==> config.mk <==
export PLATFORM = sky130hd
export DESIGN_NAME = imm_gen_pipe
export DESIGN_NICKNAME = d
export VERILOG_FILES = /design/src/rtl/imm_gen_pipe.sv
export SDC_FILE = /design/constraint.sdc
export NUM_CORES = 1
export LEC_CHECK = 0
export CAP_MARGIN = 20
export CORE_MARGIN = 4
export CORE_UTILIZATION = 54
export CTS_BUF_LIST = sky130_fd_sc_hd__clkbuf_8
export CTS_CLUSTER_DIAMETER = 30
export DETAILED_ROUTE_END_ITERATION = 12
export PLACE_DENSITY = 0.83
export SYNTH_ARGS = -nofsm -noshare
export SYNTH_HDL_FRONTEND = slang
export SYNTH_SLANG_ARGS = --single-unit
==> constraint.sdc <==
create_clock -name clk -period 3.2 [get_ports clk]
set_input_delay 0.8 -clock clk [delete_from_list [all_inputs] [get_ports clk]]
set_output_delay 0.8 -clock clk [all_outputs]
set_load 0.02 [all_outputs]
==> src/rtl/imm_gen_pipe.sv <==
// ============================================================================
// imm_gen_pipe
// ----------------------------------------------------------------------------
// Two-stage immediate generator with valid/ready flow control.
//   Stage 1: decode EXTOp, extract and extend the immediate from instr, and
//            register it together with pc and the branch/jump class.
//   Stage 2: register out_imm and out_target (pc + imm for B/J classes only,
//            wrapping modulo 2^XLEN), plus out_err when enabled.
//
// Parameters:
//   XLEN      datapath width, 32 or 64
//   ADDR_REL  1: PC-relative target adder present, 0: out_target tied to 0
//
// Optional feature macro: IMMGEN_ILLEGAL_DETECT_EN
//   defined   : unknown EXTOp codes produce out_imm=0 with out_err=1
//   undefined : out_err is constant 0 and no detection logic exists
//
// Ports:
//   clk         in   clock, rising edge
//   rstn        in   asynchronous active-low reset
//   in_valid    in   instruction/pc pair presented
//   in_ready    out  stage 1 accepts this cycle
//   instr       in   raw 32-bit instruction word
//   EXTOp       in   6-bit extension select
//   pc          in   instruction address (XLEN)
//   flush       in   discard all in-flight entries
//   out_valid   out  result available
//   out_ready   in   consumer accepts result
//   out_imm     out  extended immediate (XLEN)
//   out_target  out  pc + out_imm for B/J, else 0 (XLEN)
//   out_err     out  illegal EXTOp flag
// ============================================================================
module imm_gen_pipe #(
   parameter int XLEN     = 32,
   parameter int ADDR_REL = 1
) (
   input  logic            clk,
   input  logic            rstn,
   input  logic            in_valid,
   output logic            in_ready,
   input  logic [31:0]     instr,
   input  logic [5:0]      EXTOp,
   input  logic [XLEN-1:0] pc,
   input  logic            flush,
   output logic            out_valid,
   input  logic            out_ready,
   output logic [XLEN-1:0] out_imm,
   output logic [XLEN-1:0] out_target,
   output logic            out_err
);

   localparam logic [5:0] OP_S     = 6'b000001;
   localparam logic [5:0] OP_I     = 6'b000010;
   localparam logic [5:0] OP_SHAMT = 6'b000011;
   localparam logic [5:0] OP_B     = 6'b000100;
   localparam logic [5:0] OP_U     = 6'b000101;
   localparam logic [5:0] OP_J     = 6'b000110;

   // Stage 1 state
   logic            r_s1_valid;
   logic [XLEN-1:0] r_s1_imm;
   logic [XLEN-1:0] r_s1_pc;
   logic            r_s1_br;

   // Stage 2 state
   logic            r_s2_valid;
   logic [XLEN-1:0] r_out_imm;
   logic [XLEN-1:0] r_out_target;

   logic            w_s2_adv;
   logic            w_s1_adv;
   logic            w_accept;
   logic            w_s2_load;
   logic [XLEN-1:0] w_imm;
   logic            w_is_br;
   logic [XLEN-1:0] w_target;
   logic            w_unused_opc;

   // Opcode field is never needed; the decode is driven by EXTOp alone.
   assign w_unused_opc = ^instr[6:0];

   // ---------------------------------------------------------------------
   // Flow control
   // ---------------------------------------------------------------------
   assign w_s2_adv  = ~r_s2_valid | out_ready;
   assign w_s1_adv  = ~r_s1_valid | w_s2_adv;
   // rstn term keeps in_ready low for the whole reset window.
   assign in_ready  = w_s1_adv & ~flush & rstn;
   assign w_accept  = in_valid & in_ready;
   assign w_s2_load = w_s2_adv & r_s1_valid & ~flush;

   // ---------------------------------------------------------------------
   // Stage 1 decode / extend
   // ---------------------------------------------------------------------
   always_comb begin
      w_imm   = '0;
      w_is_br = 1'b0;
      case (EXTOp)
         OP_I: w_imm = {{(XLEN-12){instr[31]}}, instr[31:20]};
         OP_S: w_imm = {{(XLEN-12){instr[31]}}, instr[31:25], instr[11:7]};
         OP_B: begin
            w_imm   = {{(XLEN-12){instr[31]}}, instr[7], instr[30:25], instr[11:8], 1'b0};
            w_is_br = 1'b1;
         end
         // Bit 31 heads the replication so the U form works for both widths.
         OP_U: w_imm = {{(XLEN-31){instr[31]}}, instr[30:12], 12'b0};
         OP_J: begin
            w_imm   = {{(XLEN-20){instr[31]}}, instr[19:12], instr[20], instr[30:21], 1'b0};
            w_is_br = 1'b1;
         end
         OP_SHAMT: begin
            if (XLEN == 64) begin
               w_imm = {{(XLEN-6){1'b0}}, instr[25:20]};
            end else begin
               w_imm = {{(XLEN-5){1'b0}}, instr[24:20]};
            end
         end
         default: w_imm = '0;
      endcase
   end

   always_ff @(posedge clk or negedge rstn) begin
      if (!rstn) begin
         r_s1_valid <= 1'b0;
         r_s1_imm   <= '0;
         r_s1_pc    <= '0;
         r_s1_br    <= 1'b0;
      end else begin
         if (flush) begin
            r_s1_valid <= 1'b0;
         end else if (w_s1_adv) begin
            r_s1_valid <= in_valid;
         end
         if (w_accept) begin
            r_s1_imm <= w_imm;
            r_s1_pc  <= pc;
            r_s1_br  <= w_is_br;
         end
      end
   end

   // ---------------------------------------------------------------------
   // Stage 2 target adder and output registers
   // ---------------------------------------------------------------------
   generate
      if (ADDR_REL != 0) begin : g_rel
         assign w_target = r_s1_br ? (r_s1_pc + r_s1_imm) : '0;
      end else begin : g_norel
         assign w_target = '0;
      end
   endgenerate

   always_ff @(posedge clk or negedge rstn) begin
      if (!rstn) begin
         r_s2_valid   <= 1'b0;
         r_out_imm    <= '0;
         r_out_target <= '0;
      end else begin
         if (flush) begin
            r_s2_valid <= 1'b0;
         end else if (w_s2_adv) begin
            r_s2_valid <= r_s1_valid;
         end
         if (w_s2_load) begin
            r_out_imm    <= r_s1_imm;
            r_out_target <= w_target;
         end
      end
   end

   assign out_valid  = r_s2_valid;
   assign out_imm    = r_out_imm;
   assign out_target = r_out_target;

   // ---------------------------------------------------------------------
   // Illegal EXTOp detection (optional)
   // ---------------------------------------------------------------------
`ifdef IMMGEN_ILLEGAL_DETECT_EN
   logic w_illegal;
   logic r_s1_ill;
   logic r_out_err;

   always_comb begin
      w_illegal = 1'b1;
      case (EXTOp)
         OP_S, OP_I, OP_SHAMT, OP_B, OP_U, OP_J: w_illegal = 1'b0;
         default:                                w_illegal = 1'b1;
      endcase
   end

   always_ff @(posedge clk or negedge rstn) begin
      if (!rstn) begin
         r_s1_ill  <= 1'b0;
         r_out_err <= 1'b0;
      end else begin
         if (w_accept) begin
            r_s1_ill <= w_illegal;
         end
         if (w_s2_load) begin
            r_out_err <= r_s1_ill;
         end
      end
   end

   assign out_err = r_out_err;
`else
   assign out_err = 1'b0;
`endif

endmodule

Yosys cells after proc, flatten, opt, wreduce, memory -nomap -nowiden:

Index checks and enable logic that the tools add are counted.
W data, S select, Z words.

* muxes and demuxes: 7
* reductions and logical operators: 3
* bitwise gates (word level): 10
* equality and inequality tests: 6
* add/subtract/negate cells: 1

Operator list (number)
* $pmux W32 S6: 1
* $add A32 B32 Y32: 1
* $mux W32: 1
* $eq A6 B3 Y1 const B: 3
* $eq A6 B2 Y1 const B: 2
* $eq A6 B1 Y1 const B: 1
* $and A1 B1 Y1: 5
* $mux W1: 5
* $reduce_bool A2 Y1: 2
* $not A1 Y1: 3
* $or A1 B1 Y1: 2
* $reduce_or A2 Y1: 1

* output and inout bits: 67
* register bits after elaboration: 131
* bits of input ports: 75
* logic and storage cells: 34

Logic depth before layout (Yosys ltp):

Gate-level depths: netlist (run 1).

* depth after elaboration: 6
* gate-level depth with buffers: 10
* gate-level depth less buffers: 10

Worst setup path before layout (run 1):

Ideal clock, no wire load.

* path type: reg2reg
* start point: register r_s1_imm[0]
* end point: register r_out_target[30], in the netlist out_target[30]
* path buffers: 0
* data required time: 3.078 ns
* setup slack: 0.707 ns
* arrival: 2.371 ns
* stages on the path, launching flop included: 11
* period minus slack after synthesis: 2.493 ns
* library setup time: 0.122 ns
* cell sequence: dfrtp_1 -> ha_1 -> inv_1 -> fa_1 -> nor2b_1 -> o2111ai_1 -> a21oi_2 -> o211ai_2 -> a2111oi_0 -> o21ai_0 -> a32o_1

* longest elaborated chain between the ends: 2

Ends and longest elaborated chain
* start: declaration: line 61 `logic [XLEN-1:0] r_s1_imm;`
* start signal: assignment: line 135 `r_s1_imm <= w_imm;`
* $add A32 B32 Y32: line 147 `assign w_target = r_s1_br ? (r_s1_pc + r_s1_imm) : '0;`
* $mux W32: line 147
* end signal: assignment: line 166 `r_out_target <= w_target;`
* end: declaration: line 68 `logic [XLEN-1:0] r_out_target;`

Every way passes these cells.
A chain may end at the register's enable or synchronous reset.

Final worst setup path (run 1):

* start point: input port out_ready
* end point: output port in_ready

* longest elaborated chain between the ends: 4

Ends and longest elaborated chain
* start: declaration: line 46 `input logic out_ready,`
* $or A1 B1 Y1: line 85 `assign w_s2_adv = ~r_s2_valid | out_ready;`
* $or A1 B1 Y1: line 86 `assign w_s1_adv = ~r_s1_valid | w_s2_adv;`
* $and A1 B1 Y1 (2 in a row): line 88 `assign in_ready = w_s1_adv & ~flush & rstn;`
* end: declaration: line 40 `output logic in_ready,`

Every way passes these cells.

==> results of run 1 <==
## worst max-delay path, cell delays in order
cell	delay [ns]
clkdlybuf4s50_1	0.40
nor2b_1	0.35
a21oi_1	0.17
clkdlybuf4s50_1	0.56
## layout make-up
class / instances / area, um2 / area share, %
repair buffers: 152 / 1471 / 16.57
flip-flops and latches: 131 / 3278 / 36.92
clock inverters: 13 / 156.4 / 1.762
well taps: 172 / 215.2 / 2.424
clock buffers: 19 / 261.5 / 2.945
inverters: 16 / 60.06 / 0.6764
multi-input cells: 550 / 3436 / 38.70
## layout by cell type, fill, tap and decap left out, drive strengths merged, types with 4 or more instances in the layout
cell	synthesis	layout
a22o	7	7
nand2b	7	7
o211ai	12	12
a21o	17	17
dfrtp	131	131
or3	7	7
o21a	6	6
clkbuf	31	19
buf	6	20
inv	16	18
o21ai	51	51
nor3	6	6
ha	31	31
a21oi	45	45
xor2	6	6
nand3	10	10
clkinv	0	6
o31ai	7	7
xnor2	15	15
nand4	6	6
a32o	5	5
a2111oi	4	4
nor2	29	29
nand2	187	187
a211oi	8	8
a22oi	11	11
mux2	33	33
clkdlybuf4s50	0	132
## registers in the layout, summed over array words and instances, names as in the netlist
name        count
out_valid       1
r_s1_pc        32
out_target     32
r_s1_valid      1
out_imm        32
r_s1_br         1
r_s1_imm       32
## worst max-delay path by stage
| stage | startpoint | end | slack (ns) | depth (start not counted) |
|---|---|---|---|---|
| after floorplan | r_s1_imm[0] | out_target[30] | 0.71 | 10 |
| after global placement | out_ready | in_ready | 0.16 | 4 |
| after detailed placement | out_ready | in_ready | 0.10 | 4 |
| after CTS | out_ready | in_ready | 0.11 | 4 |
| after global routing | out_ready | in_ready | 0.02 | 4 |
| final | out_ready | in_ready | 0.12 | 4 |
## layer usage
metal  GRT usage (%)  part of all wire, %  vias to the layer above
met5               0                    0                        -
li1                -                    -                     2864
met3           4.569                  5.2                       41
met2           47.05                   49                      223
met4           10.99                  2.3                        0
met1           37.29                   43                     3047
## logic make-up (layout without fill, tap and decap cells)
logic type	count (synthesis)	count (layout)	share of synthesized area [%]
simple gates	267	267	16.24
other cells	1	1	0.05395
compound gates	195	195	18.92
mux	34	34	5.491
xor+xnor	21	21	2.646
buf+inv	54	200	3.618
fa+ha+maj	32	32	5.869
flops	131	131	47.16
## stage by stage
stage          utilization, %  hold WS, ns  instance area [um2]  worst slack (ns)
4_1_cts                 70.31       0.4808                 8872            0.1095
3_3_place_gp            66.99       0.4536                 8454            0.1637
2_1_floorplan               -       0.4673                 6950            0.7070
6_report                70.35       0.4796                 8879            0.1208
3_5_place_dp            66.99       0.4616                 8454            0.1045
5_1_grt                 70.35       0.5129                 8879           0.01825
## power groups by stage
stage / Sequential [mW] / Combinational (mW) / Clock, mW
CTS: 1.86 / 0.897 / 1.50
finish: 1.86 / 0.902 / 1.49
global route: 1.87 / 0.985 / 1.57
detailed placement: 1.89 / 0.891 / 0
global placement: 1.88 / 0.867 / 0
floorplan: 1.90 / 0.541 / 0
==> run_results.csv, run 1 <==
group,metric,value,unit
global_routing,grt_pass1_wl,32.34,mm
setup_path,cp.arrival,2.28,ns
min_path,holdCritPathClass,"flop to flop",
logic_synthesis,syn_inst,735,
sta,fin_setup_tns,0,ns
logic_synthesis,ys_top_cells_by_count,"nand2_1, dfrtp_1, o21ai_0",
sta,hold_viol_final,0,
logic_synthesis,avgSynthCellArea,9.456,um2
logic_synthesis,seq_area_frac_synth,47.16,%
pwr,pwr-share-clk,35.1,%
run_status,status,"finished clean",
setup_path,reg2reg_setup_slack,0.28,ns
drt,drc,0,
sta,setup_viol,0,
pwr,power.share.switching,29.69,%
logic_synthesis,synth_area_leader_cell,"dfrtp_1",
setup_path,worstPathMaxFanout,5,
layout,finalNonFillerCells,1053,
layout,diodes,0,
pwr,power_leakage,4.164,nW
layout,syn_to_final_growth,27.74,%
clock_network,post-cts-setup-buffers,0,
layout,drive_gt1_share,11.69,%
logic_synthesis,netlist_area,6950,um2
clock_network,cts_tree,"built",
sta,finClkSkew,0.01022,ns
clock_network,clockRootBuffer,"clkbuf_8",
logic_synthesis,synth_ff_type,"dfrtp_1",
place,io_buffers,133,
setup_path,crit-reg2reg-capture,"out_target[30]",
clock_network,clock_path_buffers,2,
drt,wl,19.85,mm
sta,relSlewSlack,40.49,%
clock_network,postCtsHoldBufs,0,
sta,finalMaxSlewViolations,0,
floorplan,die_h,121.5,um
clock_network,insertion_delay,0.46,ns
drt,wire_per_inst,18.85,um
logic_synthesis,synth_cell_types,68,
global_routing,antenna_found_initial,0,
logic_synthesis,async_flop_share,100.0,%
pwr,combPwrFrac,21.2,%
sta,fin_crit_sh,96.23,%
floorplan,rows,41,
global_routing,overflow,0,
global_routing,grtUsageTotal,28.32,%
sta,fmax,0.3248,GHz
pwr,p_switching,1.263,mW
logic_synthesis,ys_top_cells_by_area,"dfrtp_1, nand2_1, ha_1",
min_path,min_path_cells,2,
sta,fin_crit,3.079,ns
layout,fillCellCount,1014,
floorplan,coreArea,12620,um2
place,place_congestion,0.9291,
clock_network,cts_buffers,17,
min_path,worst_hold_startpoint,"out_imm[6]",
logic_synthesis,synth_most_common_cell,"nand2_1",
logic_synthesis,ys_seq_elements,131,
place,dp.cells,1021,
clock_network,clk_pin_slew_worst_paths,0.07,ns
floorplan,start_util,55.08,%
setup_path,r2r-start,"r_s1_imm[0]",
setup_path,crit_type,"primary input to primary output",
logic_synthesis,yosysWarnings,0,
logic_synthesis,synth_top_area_share,47.16,%
clock_network,cts.sinks,131,
floorplan,boundaryPins,142,
drt,routed_via_density,5.864,
setup_path,critPathCaptureType,"primary output",
layout,nets,975,
drt,detail_route.iter0.violations,378,
sta,rsz0062_at_grt,"false",
pwr,ir_drop,0.0003543,V
min_path,hold_end,"out_imm[6]",
clock_network,post_cts_resize_count,0,
drt,via_count,6175,
sta,worst_slew_pin_slew,0.8927,ns
setup_path,cp_data_required_time,2.40,ns
logic_synthesis,synth-edff-count,0,
floorplan,die_w,121.5,um
pwr,p_per_area,479.0,nW/um2
setup_path,startpoint_type,"primary input",
drt,ant_nets,0,
pwr,power.share.sequential,43.7,%
global_routing,grt_pass1_vias,6356,
drt,drt_first_pass_iters,5,
floorplan,die-area,14750,um2
pwr,total_power,4.253,mW
pwr,power.internal,2.990,mW
setup_path,r2r_cells,10,
logic_synthesis,synth_fp_nets,842,
global_routing,grt_max_degree,72,
clock_network,htreeDepth,4,
place,dp_hpwl,15.09,mm
job,maxCapViolations,0,
No activity file was read; power rests on OpenSTA's default activity.
==> run 2, diff against run 1 <==
--- a/config.mk
+++ b/config.mk
@@ -6,6 +6,7 @@
 export NUM_CORES = 1
 export LEC_CHECK = 0
 export CAP_MARGIN = 20
+export CORE_ASPECT_RATIO = 1.75
 export CORE_MARGIN = 4
 export CORE_UTILIZATION = 54
 export CTS_BUF_LIST = sky130_fd_sc_hd__clkbuf_8
==> run 2 against run 1 <==
Net effect:
- routed wire length up 2.3%
- combinational power is 1% higher
- largest power group unchanged
- sequential share of layout area decreased by 0.21 points
==> run_results.csv, run 2 (same netlist as run 1, synthesis figures left out) <==
group,metric,value,unit
run_status,status,"finished clean",
setup_path,worstPathMaxFanout,2,
setup_path,crit_family,"buffers and inverters",
drt,drt_first_pass_iters,5,
floorplan,die-area,14820,um2
global_routing,grtUsageTotal,28.10,%
place,place_congestion,0.9502,
clock_network,insertion_delay,0.44,ns
sta,finalMaxSlewViolations,0,
setup_path,startpoint_type,"primary input",
pwr,p_per_area,468.1,nW/um2
drt,detail_route.iter0.violations,293,
global_routing,grt_pass1_vias,6311,
setup_path,cp_data_required_time,2.40,ns
setup_path,cp.arrival,2.19,ns
pwr,power_leakage,4.190,nW
sta,setup_viol,0,
sta,fmax,0.3347,GHz
clock_network,postCtsHoldBufs,0,
layout,layout_common_cells,"nand2_1, clkdlybuf4s50_1, dfrtp_1, o21ai_0, a21oi_1",
place,io_buffers,133,
floorplan,coreArea,12570,um2
clock_network,cts_tree,"built",
global_routing,grt_max_degree,77,
floorplan,die_w,93.76,um
clock_network,clk_pin_slew_worst_paths,0.08,ns
sta,fin_crit,2.988,ns
layout,syn_to_final_growth,28.46,%
global_routing,overflow,0,
clock_network,clockRootBuffer,"clkbuf_8",
layout,nets,983,
sta,finClkSkew,0.01964,ns
layout,fillCellCount,993,
clock_network,post-cts-setup-buffers,0,
floorplan,start_util,55.31,%
clock_network,cts_buffers,17,
drt,via_count,6189,
setup_path,slowest_stage,"clkdlybuf4s50_1",
job,maxCapViolations,0,
clock_network,htreeDepth,4,
sta,relSlewSlack,37.07,%
sta,worst_slew_pin_slew,0.9439,ns
layout,finalNonFillerCells,1058,
setup_path,cpMostUsedCell,"clkdlybuf4s50_1",
floorplan,boundaryPins,142,
sta,rsz0062_at_grt,"false",
setup_path,r2r-start,"r_s1_imm[0]",
sta,fin_setup_tns,0,ns
place,dp_hpwl,15.87,mm
global_routing,grt_pass1_wl,32.20,mm
drt,wl,20.30,mm
pwr,ir_drop,0.0003912,V
sta,fin_crit_sh,93.36,%
layout,fin_area,8929,um2
drt,routed_via_density,5.850,
sta,hold_viol_final,0,
setup_path,cp_cell_sequence,"clkdlybuf4s50_1 > nand2b_1 > a21oi_1 > clkdlybuf4s50_1",
layout,drive_gt1_share,12.49,%
place,placed_cell_area,8522,um2
min_path,holdCritPathClass,"flop to flop",
drt,wire_per_inst,19.19,um
setup_path,critPathBufInv,2,
layout,final_common_cell,"nand2_1",
clock_network,clock_path_buffers,2,
setup_path,cp-startpoint,"flush",
min_path,worst_hold_startpoint,"out_target[2]",
setup_path,critPathCaptureType,"primary output",
drt,drc,0,
setup_path,slowest_delay,0.64,ns
setup_path,crit_type,"primary input to primary output",
floorplan,rows,54,
drt,ant_nets,0,
global_routing,antenna_found_initial,0,
sta,worst_hold_slack,0.4789,ns
floorplan,die_h,158.1,um
place,dp.cells,1025,
clock_network,cts.sinks,131,
[run 2: cell types whose count changed in the layout (fill, tap and decap cells not counted)]
cell	change
inv_8	+2
inv_6	+3
bufinv_16	-2
diode_2	+1
clkinvlp_4	+1
clkinv_4	+1
clkinv_2	-5
buf_12	+1
buf_4	+7
[run 2: layer usage]
layer / up-vias / routed length [um] / global-route usage, %
li1: 2884 / - / -
met1: 2990 / 7675 / 32.53
met2: 251 / 10650 / 49.34
met3: 64 / 835 / 3.471
met4: 0 / 1140 / 16.39
met5: - / 0 / 0
[run 2: worst reg2reg max path, stage by stage, from the launching register on]
cell       delay [ns]
dfrtp_1          0.37
ha_1             0.22
inv_1            0.07
fa_1             0.41
nor2b_1          0.18
o2111ai_1        0.22
a21oi_2          0.37
o211ai_2         0.18
a2111oi_2        0.40
o21ai_0          0.12
a32o_1           0.26
[run 2: layout make-up]
class | instances | area, um2 | area share, %
tap | 168 | 210.2 | 2.354
antenna | 1 | 2.502 | 0.02803
clock inverter | 13 | 136.4 | 1.527
clock buffer | 19 | 261.5 | 2.929
timing repair buffer | 160 | 1544 | 17.29
multi-input combinational | 550 | 3436 | 38.48
inverter | 16 | 60.06 | 0.6726
sequential | 131 | 3278 | 36.72
[run 2: report_power, final]
group / switching, mW / total (mW) / internal (mW)
registers: 0.0840 / 1.86 / 1.77
clock network: 0.726 / 1.41 / 0.681
logic: 0.501 / 0.914 / 0.413
total: 1.31 / 4.18 / 2.87
[run 2: timing repair]
| item | 4_1_cts | 5_1_grt |
|---|---|---|
| endpoints found under the hold margin | 0 | 0 |
| resized for setup | 0 | 2 |
| endpoints found under the setup margin | 0 | 1 |
[run 2: per-stage QoR]
step	util [%]	power, mW	worst slack (ns)
finish	71.05	4.179	0.2124
floorplan	-	2.439	0.7070
global route	71.03	4.369	0.07161
detailed placement	67.81	2.792	0.2054
CTS	70.98	4.195	0.2025
global placement	67.81	2.758	0.2145
[run 2: path summary, 6_finish.rpt]
| check | endpoint | slack, ns | depth (start not counted) |
|---|---|---|---|
| setup / recovery | in_ready | 0.21 | 4 |
| max in group asynchronous | r_s1_pc[22] | 1.27 | 3 |
| hold reg to reg | out_target[2] | 0.48 | 2 |
| min in group asynchronous | out_target[4] | 0.50 | 2 |
| hold / removal | out_target[2] | 0.48 | 2 |
| setup reg to reg | out_target[30] | 0.30 | 10 |
==> run 3, diff against run 2 <==
==> constraint.sdc (replaced) <==
create_clock -name clk -period 2.8 [get_ports clk]
set_input_delay 0.7 -clock clk [delete_from_list [all_inputs] [get_ports clk]]
set_output_delay 0.7 -clock clk [all_outputs]
set_load 0.02 [all_outputs]
==> run 3 against run 2 <==
Net effect:
- count of clock-buffer cells in the layout fell by 2
- critical path type is now flop to flop
- clock skew down 0.0025 ns
- routed wire length rose by 6.5%
- flip-flop and latch count unchanged
- sequential share of layout area decreased by 1.5 points
- via count up 3.1%
- sequential power increased by 14%
==> run_results.csv, run 3 (same netlist as run 1, synthesis figures left out) <==
group,metric,value,unit
pwr,ir_drop,0.0003976,V
setup_path,critPathBufInv,3,
layout,register_area,3279,um2
global_routing,antenna_found_initial,0,
global_routing,overflow,0,
layout,final_common_cell,"nand2_1",
floorplan,coreArea,12570,um2
global_routing,grt_pass1_wl,33.81,mm
clock_network,cts_tree,"built",
drt,ant_nets,0,
setup_path,cp.arrival,3.07,ns
drt,detail_route.iter0.violations,358,
setup_path,cp_data_required_time,3.14,ns
sta,finalMaxSlewViolations,0,
sta,hold_viol_final,0,
clock_network,cts.sinks,131,
setup_path,worstPathMaxFanout,2,
sta,fmax,0.3669,GHz
clock_network,htreeDepth,4,
sta,setup_viol,0,
floorplan,die_w,93.76,um
setup_path,cpMostUsedCell,"buf_4",
setup_path,crit-reg2reg-capture,"out_target[30]",
run_status,status,"finished clean",
global_routing,grt_max_degree,132,
sta,worst_hold_slack,0.3495,ns
floorplan,die_h,158.1,um
drt,wl,21.62,mm
setup_path,reg2reg_setup_slack,0.07,ns
sta,worst_slew_pin_slew,0.6770,ns
setup_path,cp_cell_sequence,"ha_1 > inv_1 > fa_2 > nor2b_2 > o2111ai_2 > a21oi_2 > buf_4 > o211ai_2 > buf_4 > a2111oi_4 > o21ai_0 > a32o_1",
setup_path,slowest_delay,0.38,ns
layout,fillCellCount,965,
layout,syn_to_final_growth,34.04,%
place,io_buffers,133,
setup_path,slowest_stage,"dfrtp_1",
clock_network,clk_pin_slew_worst_paths,0.10,ns
floorplan,boundaryPins,142,
drt,via_count,6382,
setup_path,startpoint_type,"flop",
sta,fin_crit,2.726,ns
layout,layout_common_cells,"nand2_1, clkdlybuf4s50_1, dfrtp_1, buf_4, o21ai_0",
clock_network,cts_buffers,17,
setup_path,crit_family,"compound AO/OA/AOI/OAI gates",
sta,fin_setup_tns,0,ns
layout,drive_gt1_share,17.30,%
setup_path,critPathCaptureType,"flop",
layout,nets,1019,
setup_path,crit_type,"flop to flop",
clock_network,insertion_delay,0.46,ns
drt,drc,0,
sta,finClkSkew,0.01718,ns
clock_network,clock_path_buffers,2,
setup_path,r2r_cells,12,
min_path,holdCritPathClass,"primary input to async pin",
place,dp_hpwl,16.49,mm
floorplan,rows,54,
sta,fin_crit_sh,97.35,%
drt,drt_first_pass_iters,5,
drt,routed_via_density,5.834,
clock_network,clockRootBuffer,"clkbuf_8",
layout,multi_input_area,3498,um2
global_routing,grt_pass1_vias,6541,
sta,relSlewSlack,54.86,%
drt,wire_per_inst,19.76,um
pwr,p_per_area,530.3,nW/um2
floorplan,die-area,14820,um2
global_routing,grtUsageTotal,29.88,%
job,maxCapViolations,0,
floorplan,start_util,55.31,%
place,place_congestion,0.9547,
pwr,power_leakage,4.400,nW
setup_path,r2r-start,"r_s1_imm[0]",
## run 3: worst reg2reg max path, delay by kind of cell, from the launching register on
| family | cells | cell delay (ns) |
|---|---|---|
| buffers and inverters | 3 | 0.37 |
| AND/OR/NAND/NOR | 1 | 0.17 |
| AO/OA/AOI/OAI | 6 | 1.16 |
| adder cells (fa/ha/maj) | 2 | 0.54 |
| flip-flops | 1 | 0.38 |
## run 3: worst max-delay path by stage
stage,slack [ns],endpoint,cells after the start,start
finish,0.07,out_target[30],12,r_s1_imm[0]
global route,-0.06,out_target[30],12,r_s1_imm[0]
CTS,0.005,out_target[30],10,r_s1_imm[0]
detailed placement,-0.06,out_target[30],10,r_s1_imm[0]
global placement,0.05,out_target[30],10,r_s1_imm[0]
floorplan,0.31,out_target[30],10,r_s1_imm[0]
## run 3: layout make-up
type	count	area share, %
flip-flops and latches	131	35.20
multi-input cells	550	37.55
well taps	168	2.256
clock inverters	15	2.041
clock buffers	17	2.511
inverters	16	0.6446
repair buffers	196	19.77
diodes	1	0.02686
## run 3: metrics by stage
stage | area (um2) | util [%] | std cells | setup WS [ns] | power, mW
2_1_floorplan | 6950 | - | 735 | 0.3070 | 2.788
3_3_place_gp | 8757 | 69.68 | 1053 | 0.04717 | 3.216
3_5_place_dp | 8757 | 69.68 | 1053 | -0.05841 | 3.249
4_1_cts | 9199 | 73.20 | 1086 | 0.005363 | 4.939
5_1_grt | 9314 | 74.11 | 1093 | -0.05808 | 5.165
6_report | 9316 | 74.13 | 1094 | 0.07430 | 4.941
## run 3: where the power goes
group          switching [mW]  total, mW  internal [mW]
Sequential             0.0935       2.12           2.03
Clock                   0.922       1.69          0.764
Combinational           0.610       1.13          0.524
## run 3: per-layer routing
metal	up-vias	part of all wire [%]	GRT usage, %	wire length [um]
met5	-	0	0	0
li1	2953	-	-	-
met2	262	55	54.86	11930
met1	3104	36	33.00	7727
met3	63	4.7	4.565	1021
met4	0	4.3	14.81	940
## run 3: timing repair
item,CTS,global route
endpoints found under the setup margin,1,14
gates resized for setup,3,18
pin swaps,2,3
setup buffers,1,7
hold buffers,0,0
